## config.mk

```make
export PLATFORM = sky130hd
export DESIGN_NAME = keypad_entry
export DESIGN_NICKNAME = d
export VERILOG_FILES = /design/src/rtl/keypad_entry.sv
export SDC_FILE = /design/constraint.sdc
export NUM_CORES = 1
export LEC_CHECK = 0
export ABC_AREA = 1
export CORE_ASPECT_RATIO = 1.25
export CORE_MARGIN = 2
export CORE_UTILIZATION = 30
export DETAILED_ROUTE_END_ITERATION = 8
export DONT_BUFFER_PORTS = 1
export HOLD_SLACK_MARGIN = 0.12
export SLEW_MARGIN = 10
export SYNTH_ARGS = -nofsm -noshare
export SYNTH_HDL_FRONTEND = slang
export SYNTH_SLANG_ARGS = --single-unit
```

## constraint.sdc

```tcl
create_clock -name clk -period 4.9 [get_ports clk]
set_clock_uncertainty 0.2 [all_clocks]
set_input_delay 0 -clock clk [delete_from_list [all_inputs] [get_ports clk]]
set_output_delay 0 -clock clk [all_outputs]
set_load 0.005 [all_outputs]
```

## src/rtl/keypad_entry.sv

```systemverilog
// Keypad number entry: collects up to four BCD digits, '*' clears, '#' commits via valid/ready.
// Optional binary output of the committed number when KEYPAD_ENTRY_BIN_EN is defined.
module keypad_entry #(
  parameter int IDLE_TIMEOUT = 0
) (
  input  logic        clk,
  input  logic        rst,
  input  logic        key_valid,
  input  logic [11:0] key_code,
  output logic        num_valid,
  input  logic        num_ready,
  output logic [15:0] num_bcd,
  output logic [15:0] disp_bcd,
  output logic [2:0]  digit_cnt,
  output logic        err
`ifdef KEYPAD_ENTRY_BIN_EN
  ,
  output logic [13:0] num_bin
`endif
);

  typedef enum logic [1:0] {
    ST_IDLE  = 2'd0,
    ST_ENTRY = 2'd1,
    ST_HOLD  = 2'd2
  } state_t;

  localparam bit TO_EN = (IDLE_TIMEOUT > 0);
  localparam int CW    = (IDLE_TIMEOUT > 1) ? $clog2(IDLE_TIMEOUT) : 1;
  localparam logic [CW-1:0] TO_LAST = CW'((IDLE_TIMEOUT > 0) ? (IDLE_TIMEOUT - 1) : 0);

  state_t          state_r;
  logic [CW-1:0]   idle_cnt_r;
  logic            key_onehot_s;
  logic            key_digit_s;
  logic            key_star_s;
  logic [3:0]      key_idx_s;
  logic            timeout_s;

  function automatic logic [13:0] bcd_to_bin(input logic [15:0] b);
    return 14'(b[15:12]) * 14'd1000 + 14'(b[11:8]) * 14'd100
         + 14'(b[7:4]) * 14'd10 + 14'(b[3:0]);
  endfunction

  // Key decode: one-hot check, class and digit value; timeout expiry detect
  always_comb begin
    key_onehot_s = (key_code != 12'd0) && ((key_code & (key_code - 12'd1)) == 12'd0);
    key_digit_s  = (key_code[9:0] != 10'd0);
    key_star_s   = key_code[10];
    key_idx_s    = 4'd0;
    for (int i = 0; i < 10; i++) begin
      key_idx_s = key_idx_s | (key_code[i] ? 4'(i) : 4'd0);
    end
    timeout_s = TO_EN && (state_r == ST_ENTRY) && (idle_cnt_r == TO_LAST);
  end

  // Entry FSM with registered outputs
  always_ff @(posedge clk or negedge rst) begin
    if (!rst) begin
      state_r    <= ST_IDLE;
      idle_cnt_r <= '0;
      num_valid  <= 1'b0;
      num_bcd    <= 16'd0;
      disp_bcd   <= 16'd0;
      digit_cnt  <= 3'd0;
      err        <= 1'b0;
`ifdef KEYPAD_ENTRY_BIN_EN
      num_bin    <= 14'd0;
`endif
    end else begin
      err <= 1'b0;
      case (state_r)
        ST_IDLE, ST_ENTRY: begin
          if (key_valid) begin
            if (!key_onehot_s) begin
              err <= 1'b1;
            end else if (key_digit_s) begin
              if (digit_cnt == 3'd4) begin
                err <= 1'b1;
              end else begin
                disp_bcd   <= {disp_bcd[11:0], key_idx_s};
                digit_cnt  <= digit_cnt + 3'd1;
                state_r    <= ST_ENTRY;
                idle_cnt_r <= '0;
              end
            end else if (key_star_s) begin
              disp_bcd   <= 16'd0;
              digit_cnt  <= 3'd0;
              state_r    <= ST_IDLE;
              idle_cnt_r <= '0;
            end else if (state_r == ST_IDLE) begin
              err <= 1'b1;
            end else begin
              num_bcd    <= disp_bcd;
`ifdef KEYPAD_ENTRY_BIN_EN
              num_bin    <= bcd_to_bin(disp_bcd);
`endif
              num_valid  <= 1'b1;
              disp_bcd   <= 16'd0;
              digit_cnt  <= 3'd0;
              state_r    <= ST_HOLD;
              idle_cnt_r <= '0;
            end
          end else if (timeout_s) begin
            disp_bcd   <= 16'd0;
            digit_cnt  <= 3'd0;
            state_r    <= ST_IDLE;
            idle_cnt_r <= '0;
          end else if (TO_EN && (state_r == ST_ENTRY)) begin
            idle_cnt_r <= idle_cnt_r + CW'(1);
          end else begin
            idle_cnt_r <= idle_cnt_r;
          end
        end
        ST_HOLD: begin
          // Every key is refused here, even one coinciding with the handshake
          err <= key_valid;
          if (num_valid && num_ready) begin
            num_valid <= 1'b0;
            state_r   <= ST_IDLE;
          end else begin
            num_valid <= num_valid;
          end
        end
        default: begin
          state_r    <= ST_IDLE;
          num_valid  <= 1'b0;
          idle_cnt_r <= '0;
        end
      endcase
    end
  end

endmodule

```

# [Word-level counts from Yosys, hierarchy flattened]
# Index checks and enable logic that the tools add are counted.
# W data, S select, Z words.
[totals] reg_bits=39 latch_bits=0 ramBits=0 rom_bits=0 inputBits=16 out_inout_bits=37 word_cells=83 memories=0
[classes] add_sub_neg=2 multipliers=0 n_div=0 order_cmp=0 n_eq_ne=13 n_shift=0 n_mux=39 n_bitwise=12 reduce_logical=11
[ops] cell="$mux W16" count=4
[ops] cell="$mux W3" count=8
[ops] cell="$mux W2" count=9
[ops] cell="$ne A2 B2 Y1 const B" count=7
[ops] cell="$mux W1" count=13
[ops] cell="$and A12 B12 Y12" count=1
[ops] cell="$logic_not A12 Y1" count=1
[ops] cell="$reduce_and A6 Y1" count=2
[ops] cell="$reduce_bool A12 Y1" count=1
[ops] cell="$sub A12 B1 Y12 const B" count=1
[ops] cell="$reduce_and A5 Y1" count=2
[ops] cell="$reduce_bool A10 Y1" count=1
[ops] cell="$or A3 B3 Y3" count=3
[ops] cell="$mux W4" count=2
[ops] cell="$ne A3 B3 Y1 const B" count=2
[ops] cell="$ne A4 B4 Y1 const B" count=1
[ops] cell="$or A3 B4 Y4" count=1
[ops] cell="$or A4 B4 Y4" count=1
[ops] cell="$pmux W1 S2" count=2
[ops] cell="$pmux W2 S2" count=1
[ops] cell="$add A3 B1 Y3 const B" count=1
[ops] cell="$eq A3 B3 Y1 const B" count=1
[ops] cell="$not A1 Y1" count=3
[ops] cell="$or A2 B3 Y3" count=1
[ops] cell="other kinds (7)" count=8

# [Longest topological paths before layout]
[logic_depth] ltp_word=11 mapped_depth=13 depth_no_buf=12

# [Worst setup path after synthesis]
# Ideal clock, no wire load.
[synth_path] kind="register -> register" start="register state_r[1]" end="register num_bcd[10]" setup_ns=0.116 arrival_time_ns=1.437 required_ns=4.584 slack_ns=3.146 stages_incl_launch_ff=8 n_path_buf=1 period_less_slack_ns=1.754 cell_sequence="dfrtp_1 > nor2_1 > inv_1 > nor3_4 > nand2_2 > buf_6 > nand2_1 > nand2_1"
[synth_via] elab_chain_len=3 word_cells_on_any_way=5 cone_classes="eq/ne: 1; bitwise: 1; reduce/logical: 3"
[synth_lines] element="from (decl)" line_no="32" rtl="state_t state_r;"
[synth_lines] element="from (signal assigned)" line_no="60" rtl="state_r <= ST_IDLE;"
[synth_lines] element="from (signal assigned)" line_no="83" rtl="state_r <= ST_ENTRY;"
[synth_lines] element="from (signal assigned)" line_no="89" rtl="state_r <= ST_IDLE;"
[synth_lines] element="$eq A2 B1 Y1 or $logic_not A2 Y1 (tied branches)" line_no="72, 91"
[synth_lines] element="$reduce_or A2 Y1 or $not A1 Y1 (tied branches)"
[synth_lines] element="$reduce_and A6 Y1 (no line) (*)"
[synth_lines] element="to (signal assigned)" line_no="94" rtl="num_bcd <= disp_bcd;"
[synth_lines] element="to (decl)" line_no="12" rtl="output logic [15:0] num_bcd,"
# Every way passes the cells marked *; elsewhere a longest branch is shown, timed or not.
# A chain may end at the register's enable or synchronous reset.

# [Final worst setup path]
[layout_path] start="input key_code[8]" end="register disp_bcd[0]"
[layout_via] elab_chain_len=5 word_cells_on_any_way=10 cone_classes="add/sub: 1; eq/ne: 2; mux: 1; bitwise: 1; reduce/logical: 5"
[layout_lines] element="from (decl)" line_no="9" rtl="input logic [11:0] key_code,"
[layout_lines] element="$sub A12 B1 Y12" line_no="47" rtl="key_onehot_s = (key_code != 12'd0) && ((key_code & (key_code - 12'd1)) == 12'd0);"
[layout_lines] element="$and A12 B12 Y12" line_no="47"
[layout_lines] element="$logic_not A12 Y1" line_no="47"
[layout_lines] element="$logic_and A1 B1 Y1" line_no="47"
[layout_lines] element="$reduce_and A5 Y1 (no line)"
[layout_lines] element="to (signal assigned)" line_no="81" rtl="disp_bcd <= {disp_bcd[11:0], key_idx_s};"
[layout_lines] element="to (decl)" line_no="13" rtl="output logic [15:0] disp_bcd,"
# Several ways; a longest one is shown, not always the timed one.

==> summary.md <==
| Metric | Value |
|---|---|
| Run status | finished, final reports clean |
| Area used by multi-input combinational logic | about 910 um^2 |
| Detailed Route WL | approximately 5000 um |
| Switching share of power | 0.218 |
| FF+latch count, synth | 39 |
| Port bufs | 0 |
| TritonCTS clock tree | done |
| Proportion of layout cells with a drive suffix above 1 | 0.0976 |
| Via-per-instance ratio | 4.71 |
| Sum of negative setup slack | 0 ns |
| Placer Congestion | 0.754 |
| Power density of the placed cells | 277 mW/mm^2 |
| Count of nets left with antenna violations after detail routing | 0 |
| Fill count | about 710 |
| First-pass GRT wire length | around 8900 um |
| Clock slew seen by the registers of the worst setup and hold paths | 0.08 ns |
| Diodes inserted | 0 |
| Die X | 77.4 um |
| Die area | between 0.007 and 0.008 mm^2 |
| Power share of the clock group | 0.451 |
| Via count of the first global-routing pass | ~1,800 |
| Total setup violations reported at the end of the flow | 0 |
| Fin crit period | 4.28 ns |
| Fin Hold WS | 0.179 ns |
| Site row count | 33 |
| MaxCap Viol Count | 0 |
| FMAX | 234 MHz |
| Clock latency reported for the late side of the worst-skew pair | 0.30 ns |
| Mean Syn Cell Area | 7.96 um^2 |
| Clk buf depth | 2 |
| Syn Inst Count | 254 |
| Leakage Power | 1.30 nW |
| Total number of clock tree sinks | 39 |
| Combinational share of power | 0.080 |
| Psw | 155 uW |
| Maximum fanout along the worst path | 21 |
| Post-CTS setup buffer count | 0 |
| Deepest level of the CTS H-tree | 2 |
| Buffer cell driving the clock tree root | sky130_fd_sc_hd__clkbuf_8 |
| Final Cycle Share | 0.874 |
| Antenna violations before repair | 0 |
| Standard cell core area | between 0.006 and 0.007 mm^2 |
| Pin slew with the least headroom to its limit | 0.621 ns |
| Sequential cell area fraction in the yosys report | 0.483 |
| Ys Warns | 0 |
| CP endpoint kind | flop |
| Total grt overflow | 0 |
| All-Layer GR Usage | 0.152 |
| Area growth from synthesis to final layout | 26.9% |
| Initial DRT Pass Iterations | 5 |
| DR WL/cell | 13.5 um |
| Pin count of the biggest net entering global routing | 40 |
| Register area | 976 um^2 |
| DR vias | 1,761 |
| Proportion of power drawn by flip-flops and latches | 0.468 |
| Number of placed I/O pins | 53 |
| Layout net count | 304 |
| Cells resized by post-CTS repair | 0 |
| Net Count, Synth | 272 |
| CTS buffer count | 5 |
| Setup repair after global routing missed its margin | no |
| CP required | 4.94 ns |
| First-iteration detailed-routing DRC count | 114 |
| Peak ir drop on the vdd network | 108 uV |
| Chip height | 95.8 um |
| DRC viols | 0 |
| Kind of start point of the critical path | primary input |
| Detailed Place HPWL | 3390 um |
| Post-synth cell types | 30 |
| Crit path DAT | 4.32 ns |
| Relative slew margins | 0.584 |
| Syn Std Cell Area | just over 0.002 mm^2 |
| Starting density of the core | 0.310 |
| Critical path class | primary input to flop |
| Number of max-slew violations in the final report | 0 |
| Int Pwr | 556 uW |
| Tightest Hold Check Type | primary input to flop |
| Number of hold violations in the final report | 0 |
cells by family after synthesis:
family | after synthesis | synth area share
fa+ha+maj | 2 | 0.0124
buf+inv | 29 | 0.0675
compound gates | 11 | 0.0309
simple gates | 172 | 0.402
xor+xnor | 1 | 0.00433
flops | 39 | 0.483
placed cells by master (no fill, tap or decap), types with 2 or more instances in the layout:
cell type	n
sky130_fd_sc_hd__nor2_2	2
sky130_fd_sc_hd__nand2_1	96
sky130_fd_sc_hd__dlygate4sd3_1	31
sky130_fd_sc_hd__buf_12	2
sky130_fd_sc_hd__nor2_1	17
sky130_fd_sc_hd__ha_1	2
sky130_fd_sc_hd__nand2_2	2
sky130_fd_sc_hd__dfrtp_1	39
sky130_fd_sc_hd__a21oi_1	3
sky130_fd_sc_hd__bufinv_16	2
sky130_fd_sc_hd__inv_1	16
sky130_fd_sc_hd__clkbuf_8	5
sky130_fd_sc_hd__o21ai_1	3
sky130_fd_sc_hd__nand3_1	26
sky130_fd_sc_hd__nand4_1	18
sky130_fd_sc_hd__inv_2	3
sky130_fd_sc_hd__nor2_4	5
final timing paths:
check                        startpoint            to  slack, ns  cells after the start
setup / recovery            key_code[8]   disp_bcd[0]       0.62                     16
min in group asynchronous           rst    state_r[1]       0.61                      4
setup reg to reg           digit_cnt[0]   disp_bcd[0]       2.54                      8
hold / removal              key_code[6]  digit_cnt[1]       0.18                      5
hold reg to reg              num_bcd[3]    num_bcd[3]       0.30                      2
max in group asynchronous           rst    num_bcd[6]       3.69                      4
registers in the layout, indices dropped and copies added, names as in the netlist:
signal / cells
digit_cnt: 3
state_r: 2
num_valid: 1
num_bcd: 16
disp_bcd: 16
err: 1
critical path: stages:
cell	delay, ns
sky130_fd_sc_hd__dlygate4sd3_1	0.59
sky130_fd_sc_hd__nor2_4	0.10
sky130_fd_sc_hd__dlygate4sd3_1	0.66
sky130_fd_sc_hd__inv_2	0.06
sky130_fd_sc_hd__nor2_1	0.09
sky130_fd_sc_hd__nand2_1	0.13
sky130_fd_sc_hd__nand2_1	0.09
sky130_fd_sc_hd__nand2_1	0.05
sky130_fd_sc_hd__dlygate4sd3_1	0.56
sky130_fd_sc_hd__nor2_2	0.09
sky130_fd_sc_hd__nand2_2	0.06
sky130_fd_sc_hd__dlygate4sd3_1	0.65
sky130_fd_sc_hd__nor2_4	0.41
sky130_fd_sc_hd__nand3_1	0.13
sky130_fd_sc_hd__dlygate4sd3_1	0.59
sky130_fd_sc_hd__nand2_1	0.07
layer usage:
| layer | global-route usage | up-vias | wire, um |
|---|---|---|---|
| met1 | 0.171 | 816 | 2050 |
| li1 | - | 892 | - |
| met2 | 0.285 | 48 | 2650 |
| met3 | 0.0347 | 5 | 275 |
| met4 | 0.0521 | 0 | 66 |
| met5 | 0 | - | 0 |
cell usage after synthesis:
cell / n / area share
sky130_fd_sc_hd__a21oi_1: 3 / 0.0074
sky130_fd_sc_hd__a31oi_1: 1 / 0.0031
sky130_fd_sc_hd__and2_2: 1 / 0.0037
sky130_fd_sc_hd__buf_2: 2 / 0.0050
sky130_fd_sc_hd__buf_4: 2 / 0.0074
sky130_fd_sc_hd__buf_6: 2 / 0.011
sky130_fd_sc_hd__clkbuf_1: 3 / 0.0056
sky130_fd_sc_hd__dfrtp_1: 39 / 0.48
sky130_fd_sc_hd__ha_1: 2 / 0.012
sky130_fd_sc_hd__inv_1: 16 / 0.030
sky130_fd_sc_hd__inv_2: 3 / 0.0056
sky130_fd_sc_hd__inv_4: 1 / 0.0031
sky130_fd_sc_hd__nand2_1: 96 / 0.18
sky130_fd_sc_hd__nand2_2: 2 / 0.0062
sky130_fd_sc_hd__nand2_4: 1 / 0.0056
sky130_fd_sc_hd__nand3_1: 26 / 0.064
sky130_fd_sc_hd__nand3_4: 1 / 0.0087
sky130_fd_sc_hd__nand3b_1: 1 / 0.0037
sky130_fd_sc_hd__nand4_1: 18 / 0.056
sky130_fd_sc_hd__nor2_1: 17 / 0.032
sky130_fd_sc_hd__nor2_2: 2 / 0.0062
sky130_fd_sc_hd__nor2_4: 5 / 0.028
sky130_fd_sc_hd__nor3_1: 1 / 0.0025
sky130_fd_sc_hd__nor3_4: 1 / 0.0080
sky130_fd_sc_hd__o21ai_0: 1 / 0.0025
sky130_fd_sc_hd__o21ai_1: 3 / 0.0074
sky130_fd_sc_hd__o21bai_1: 1 / 0.0037
sky130_fd_sc_hd__o22ai_1: 1 / 0.0031
sky130_fd_sc_hd__o31ai_1: 1 / 0.0037
sky130_fd_sc_hd__xor2_1: 1 / 0.0043
final cells by class:
type,instances,area share
repair buffers,34,0.139
flip-flops and latches,39,0.380
multi-input cells,186,0.354
clock inverters,3,0.0263
inverters,20,0.0302
clock buffers,5,0.0268
well taps,87,0.0424
power by group through the flow:
stage	Clock (mW)	Sequential (mW)	Combinational [mW]
6_report	0.321	0.333	0.0572
3_5_place_dp	0	0.340	0.0313
4_1_cts	0.330	0.333	0.0573
3_3_place_gp	0	0.340	0.0311
2_1_floorplan	0	0.338	0.0265
5_1_grt	0.343	0.334	0.0661
per-stage QoR:
| stage | instance area [um^2] | instances | total power [mW] | utilization | setup WS (ns) |
|---|---|---|---|---|---|
| after floorplan | 2020 | 254 | 0.364 | - | 3.15 |
| after global placement | 2080 | 333 | 0.371 | 0.319 | 2.65 |
| after detailed placement | 2080 | 333 | 0.371 | 0.319 | 2.59 |
| after CTS | 2570 | 374 | 0.720 | 0.393 | 0.672 |
| after global routing | 2570 | 374 | 0.744 | 0.393 | 0.314 |
| final | 2570 | 374 | 0.711 | 0.393 | 0.618 |
what timing repair did:
item | in CTS | in global routing
setup endpoints to repair | 0 | 0
hold buffers | 33 | 0
hold endpoints to repair | 78 | 0
Power figures use the tool's default switching activity.
